==> src/rtl/interrupt_acknowledge_controller.sv <==
// Interrupt acknowledge controller for an 8259-style interrupt unit.
// Resolves fixed-priority requests (IR0 highest, IR7 lowest) against the
// in-service register and raises INT to the CPU. It then runs the two-pulse
// INTA handshake: the first pulse latches the winner, sets its in-service bit
// and clears its request. The second pulse drives the vector onto the bus.
// A non-specific EOI, or auto-EOI at the end of the second pulse, retires the
// in-service bit.

module interrupt_acknowledge_controller #(
    parameter int ACK_PULSES = 2
) (
    input  logic       clock,
    input  logic       reset_n,
    input  logic [7:0] interrupt_request_register,
    input  logic [7:0] interrupt_mask,
    input  logic       interrupt_acknowledge_n,
    input  logic       end_of_interrupt,
    input  logic       auto_eoi_config,
    input  logic [4:0] vector_base,
    output logic       interrupt_out,
    output logic       freeze,
    output logic [7:0] clear_interrupt_request,
    output logic [7:0] in_service_register,
    output logic [7:0] vector_out,
    output logic       vector_valid
);

    // Only the two-pulse handshake is implemented; anything else must not build.
    generate
        if (ACK_PULSES != 2) begin : g_illegal_ack_pulses
            $error("interrupt_acknowledge_controller: ACK_PULSES must be 2");
        end
    endgenerate

    typedef enum logic [2:0] {
        ST_IDLE    = 3'd0,
        ST_PENDING = 3'd1,
        ST_ACK1    = 3'd2,
        ST_WAIT2   = 3'd3,
        ST_ACK2    = 3'd4
    } state_t;

    // Index of the lowest set bit, which is the highest priority level.
    // An all-zero input returns 7; callers qualify the result with a separate
    // "any bit set" flag.
    function automatic logic [2:0] lowest_set_index(input logic [7:0] value);
        logic [2:0] index;
        index = 3'd7;
        for (int i = 7; i >= 0; i--) begin
            if (value[i]) begin
                index = 3'(i);
            end
        end
        return index;
    endfunction

    // Keeps only the lowest set bit, which is the highest priority one.
    function automatic logic [7:0] isolate_lowest(input logic [7:0] value);
        return value & (~value + 8'd1);
    endfunction

    // One-hot mask for a priority level.
    function automatic logic [7:0] level_onehot(input logic [2:0] level);
        return 8'd1 << level;
    endfunction

    state_t     state_r;
    logic       inta_prev_r;
    logic [2:0] level_r;
    logic       spurious_r;

    logic       inta_fall_s;
    logic       inta_rise_s;
    logic [7:0] candidates_s;
    logic       candidate_any_s;
    logic [2:0] candidate_index_s;
    logic       isr_any_s;
    logic [2:0] isr_index_s;
    logic       request_s;
    logic [7:0] isr_set_s;
    logic [7:0] isr_auto_clear_s;
    logic [7:0] isr_after_eoi_s;
    logic [7:0] isr_next_s;

    // INTA edge detection against the previous-cycle sample.
    always_comb begin
        inta_fall_s = inta_prev_r & ~interrupt_acknowledge_n;
        inta_rise_s = ~inta_prev_r & interrupt_acknowledge_n;
    end

    // Priority resolution of unmasked requests against in-service levels.
    // An in-service level blocks itself and every lower-priority level.
    always_comb begin
        candidates_s      = interrupt_request_register & ~interrupt_mask;
        candidate_any_s   = |candidates_s;
        candidate_index_s = lowest_set_index(candidates_s);
        isr_any_s         = |in_service_register;
        isr_index_s       = lowest_set_index(in_service_register);
        if (candidate_any_s) begin
            if (isr_any_s) begin
                request_s = (candidate_index_s < isr_index_s);
            end else begin
                request_s = 1'b1;
            end
        end else begin
            request_s = 1'b0;
        end
    end

    // In-service register next value. The EOI acts on the existing contents
    // first. The bit being retired by auto-EOI is then removed. The newly
    // acknowledged level is ORed in last, so it survives a same-cycle EOI.
    always_comb begin
        if ((state_r == ST_PENDING) && inta_fall_s && candidate_any_s) begin
            isr_set_s = level_onehot(candidate_index_s);
        end else begin
            isr_set_s = 8'd0;
        end

        if ((state_r == ST_ACK2) && inta_rise_s && auto_eoi_config && !spurious_r) begin
            isr_auto_clear_s = level_onehot(level_r);
        end else begin
            isr_auto_clear_s = 8'd0;
        end

        if (end_of_interrupt) begin
            isr_after_eoi_s = in_service_register & ~isolate_lowest(in_service_register);
        end else begin
            isr_after_eoi_s = in_service_register;
        end

        isr_next_s = (isr_after_eoi_s & ~isr_auto_clear_s) | isr_set_s;
    end

    // Acknowledge sequencer with registered outputs and in-service register.
    always_ff @(posedge clock) begin
        if (!reset_n) begin
            state_r                 <= ST_IDLE;
            inta_prev_r             <= 1'b1;
            level_r                 <= 3'd0;
            spurious_r              <= 1'b0;
            interrupt_out           <= 1'b0;
            freeze                  <= 1'b0;
            clear_interrupt_request <= 8'd0;
            in_service_register     <= 8'd0;
            vector_out              <= 8'd0;
            vector_valid            <= 1'b0;
        end else begin
            inta_prev_r             <= interrupt_acknowledge_n;
            in_service_register     <= isr_next_s;
            clear_interrupt_request <= 8'd0;

            case (state_r)
                ST_IDLE: begin
                    // INTA activity here is stray and deliberately ignored.
                    if (request_s) begin
                        interrupt_out <= 1'b1;
                        state_r       <= ST_PENDING;
                    end
                end

                ST_PENDING: begin
                    // INT stays asserted even if the request disappears; the
                    // CPU will still run the handshake and gets a spurious
                    // level-7 vector in that case.
                    if (inta_fall_s) begin
                        interrupt_out <= 1'b0;
                        freeze        <= 1'b1;
                        state_r       <= ST_ACK1;
                        if (candidate_any_s) begin
                            level_r                 <= candidate_index_s;
                            spurious_r              <= 1'b0;
                            clear_interrupt_request <= isr_set_s;
                        end else begin
                            level_r    <= 3'd7;
                            spurious_r <= 1'b1;
                        end
                    end
                end

                ST_ACK1: begin
                    if (inta_rise_s) begin
                        state_r <= ST_WAIT2;
                    end
                end

                ST_WAIT2: begin
                    if (inta_fall_s) begin
                        vector_out   <= {vector_base, level_r};
                        vector_valid <= 1'b1;
                        state_r      <= ST_ACK2;
                    end
                end

                ST_ACK2: begin
                    if (inta_rise_s) begin
                        vector_valid <= 1'b0;
                        freeze       <= 1'b0;
                        state_r      <= ST_IDLE;
                    end
                end

                default: begin
                    state_r       <= ST_IDLE;
                    interrupt_out <= 1'b0;
                    freeze        <= 1'b0;
                    vector_valid  <= 1'b0;
                end
            endcase
        end
    end

endmodule

==> config.mk <==
export PLATFORM = sky130hd
export DESIGN_NAME = interrupt_acknowledge_controller
export DESIGN_NICKNAME = d
export VERILOG_FILES = /design/src/rtl/interrupt_acknowledge_controller.sv
export SDC_FILE = /design/constraint.sdc
export NUM_CORES = 1
export LEC_CHECK = 0
export ABC_CLOCK_PERIOD_IN_PS = 2580
export CAP_MARGIN = 20
export CORE_MARGIN = 3
export CORE_UTILIZATION = 46
export DETAILED_ROUTE_END_ITERATION = 6
export PLACE_DENSITY_LB_ADDON = 0.08
export SLEW_MARGIN = 0
export SYNTH_ARGS = -nofsm -noshare
export SYNTH_HDL_FRONTEND = slang
export SYNTH_SLANG_ARGS = --single-unit
==> constraint.sdc <==
create_clock -name clock -period 2.58 [get_ports clock]
set_input_delay 0.387 -clock clock [delete_from_list [all_inputs] [get_ports clock]]
set_output_delay 0.387 -clock clock [all_outputs]
set_load 0.01 [all_outputs]
==> results.json <==
{
  "synth_edf_count": 0,
  "final_cells": 299,
  "min_period_ps": 2260,
  "clk_pin_slew_ps": 80,
  "cp_data_required_time_ps": 2800,
  "worst_pin_slew_ps": 446,
  "fin_setup_tns_ps": 0,
  "hold_violations": 0,
  "wire_per_inst_um": 14.4,
  "die_area_mm2": 0.00456,
  "place_ws_ps": 38.0,
  "cts_resized": 0,
  "antenna_found_initial": 0,
  "syn_nets": 221,
  "cts.sinks": 35,
  "dr_total_vias": 1629,
  "fin_ws_ps": 324,
  "hold_class": "reg2reg",
  "hold_ws_ps": 474,
  "cts_buffer_depth": 2,
  "firstDrtPassIters": 4,
  "grt_max_degree": 13,
  "start_util_pct": 49.8,
  "maxSlewHeadroom_pct": 70.1,
  "critPathMaxFanout": 6,
  "syn_inst": 194,
  "synthFlopType": "dfxtp_1",
  "grt_overflow": 0,
  "maxCapViolations": 0,
  "yosysSeqAreaShare_pct": 40.2,
  "syn2layout_area_growth_pct": 39.2,
  "dieWidth_um": 67.5,
  "synth_cell_types": 46,
  "power_density_mw_per_mm2": 598,
  "via_per_inst": 5.45,
  "cts_tree": "yes",
  "root_buffer": "clkbuf_8",
  "synth_warnings": 0,
  "fp.coreArea_mm2": 0.00349,
  "final_nets": 279,
  "clkLatencyLatePin_ps": 290,
  "period_share_pct": 87.5,
  "place.gp.congestion": 0.903,
  "finalSetupViolations": 0,
  "hpwl_mm": 3.33,
  "n_fill_cell": 300,
  "grt_pass1_vias": 1529,
  "drc": 0,
  "drive_gt1_share_pct": 10.3,
  "cp-start-kind": "input port",
  "ios": 53,
  "slew_viol_final": 0,
  "critical_path_class": "in2reg",
  "p_leak_uw": 0.000916,
  "grt_pass1_wl_mm": 7.04,
  "drtAntennaViolNets": 0,
  "diodes": 0,
  "timing.fmax_mhz": 443,
  "io_buffer_count": 52,
  "cts_setup_buffers": 0,
  "avgSynthCellArea_um2": 8.98,
  "ir_drop_mv": 0.404,
  "ys_seq_elements": 35,
  "async_flop_share_pct": 0,
  "core.rowCount": 21,
  "drt_wl_total_mm": 4.32,
  "crit_path_end_kind": "flop",
  "outcome": "finished clean",
  "cts_buffers": 5,
  "drt_iter0_drc": 152,
  "holdBufCountCts": 0,
  "track_usage_pct": 20.7,
  "place_inst": 291,
  "fin_skew_ps": 7.88,
  "netlist_area_mm2": 0.00174,
  "rsz0062_at_grt": "false",
  "die_y_um": 67.5,
  "cp_data_arrival_time_ps": 2480,
  "h-tree-depth": 2
}
[Yosys cell counts, drive strengths merged (2+ instances only)]
library cell	instances	area share, %
nor2	14	3.3
xor2	2	1.0
nor3b	2	0.86
o21ai	11	3.2
o211ai	2	0.86
or4	3	1.3
a32oi	2	1.0
nor3	8	2.9
buf	3	2.1
a22oi	2	0.86
nor2b	22	7.9
nand2b	10	4.0
nand3	4	1.1
inv	7	1.5
a211oi	3	1.6
or2	2	0.72
clkbuf	5	1.7
nand3b	2	0.86
mux2i	12	6.9
nand2	18	4.3
dfxtp	35	40
o2111ai	2	1.0
a31oi	2	0.72
and2	2	0.72
a41o	3	1.7
a21oi	6	1.7
[sequential cells by signal, summed over array words and instances, names as in the netlist]
signal                   cells
level_r                      3
freeze                       1
vector_out                   8
vector_valid                 1
interrupt_out                1
in_service_register          8
spurious_r                   1
clear_interrupt_request      8
inta_prev_r                  1
state_r                      3
[kinds of logic (layout without fill, tap and decap cells)]
group | count (synthesis) | count (layout) | share of synthesized area, %
AND/OR/NAND/NOR | 94 | 94 | 32.3
AO/OA/AOI/OAI | 35 | 35 | 13.6
flip-flops | 35 | 35 | 40.2
buffers and inverters | 15 | 74 | 5.24
multiplexers | 12 | 12 | 6.90
XOR/XNOR | 2 | 2 | 1.01
adder cells (fa/ha/maj) | 1 | 1 | 0.718
[stage by stage]
step	power [µW]	utilization, %	area, µm²
2_1_floorplan	864	-	1740
3_3_place_gp	957	66.2	2310
3_5_place_dp	971	66.2	2310
4_1_cts	1460	69.4	2420
5_1_grt	1520	69.4	2420
6_report	1450	69.4	2420
[metal layers]
layer | up-vias | global-route usage [%] | share of wire, %
met5 | - | 0 | 0
met4 | 0 | 6.33 | 0.79
met3 | 6 | 5.49 | 8.3
met2 | 73 | 34.1 | 49
met1 | 751 | 26.3 | 42
li1 | 799 | - | -
[cells in the final DEF (no fill, tap or decap), types with 3 or more instances in the layout]
cell type and instances:
clkdlybuf4s50_1 52, dfxtp_1 35, nor2b_1 22, nand2_1 17, nor2_1 12, mux2i_1 12, nand2b_1 9, o21ai_0 9
inv_1 7, nor3_1 7, buf_4 7, a21oi_1 6, clkbuf_8 5, nand3_1 4, or4_1 3, a41o_1 3
[power breakdown]
part / switching (µW) / internal [µW]
sequential: 56.6 / 576
clock: 200 / 288
combinational: 155 / 175
[cell type report]
class	count	area [µm²]	area share (%)
Multi-Input combinational cell	144	955	39.4
Timing Repair Buffer	59	573	23.6
Tap cell	46	57.6	2.37
Inverter	7	26.3	1.08
Clock buffer	5	68.8	2.84
Sequential cell	35	701	28.9
Clock inverter	3	43.8	1.81
[path summary, 6_finish.rpt]
kind / slack, ps / to / depth (start not counted) / from
worst max-delay path: 320 / interrupt_out / 9 / interrupt_mask[0]
worst min register to register: 470 / interrupt_out / 2 / interrupt_out
worst max register to register: 550 / interrupt_out / 7 / in_service_register[2]
worst min-delay path: 470 / interrupt_out / 2 / interrupt_out
[critical path, cell delays in order]
cell and delay [ps]:
clkdlybuf4s50_1 390, nand2b_1 210, o2111ai_1 220, inv_1 140, ha_1 220, a211oi_1 190
o21ai_1 130, or4_1 500, o21ai_1 90
Power figures use the tool's default switching activity.
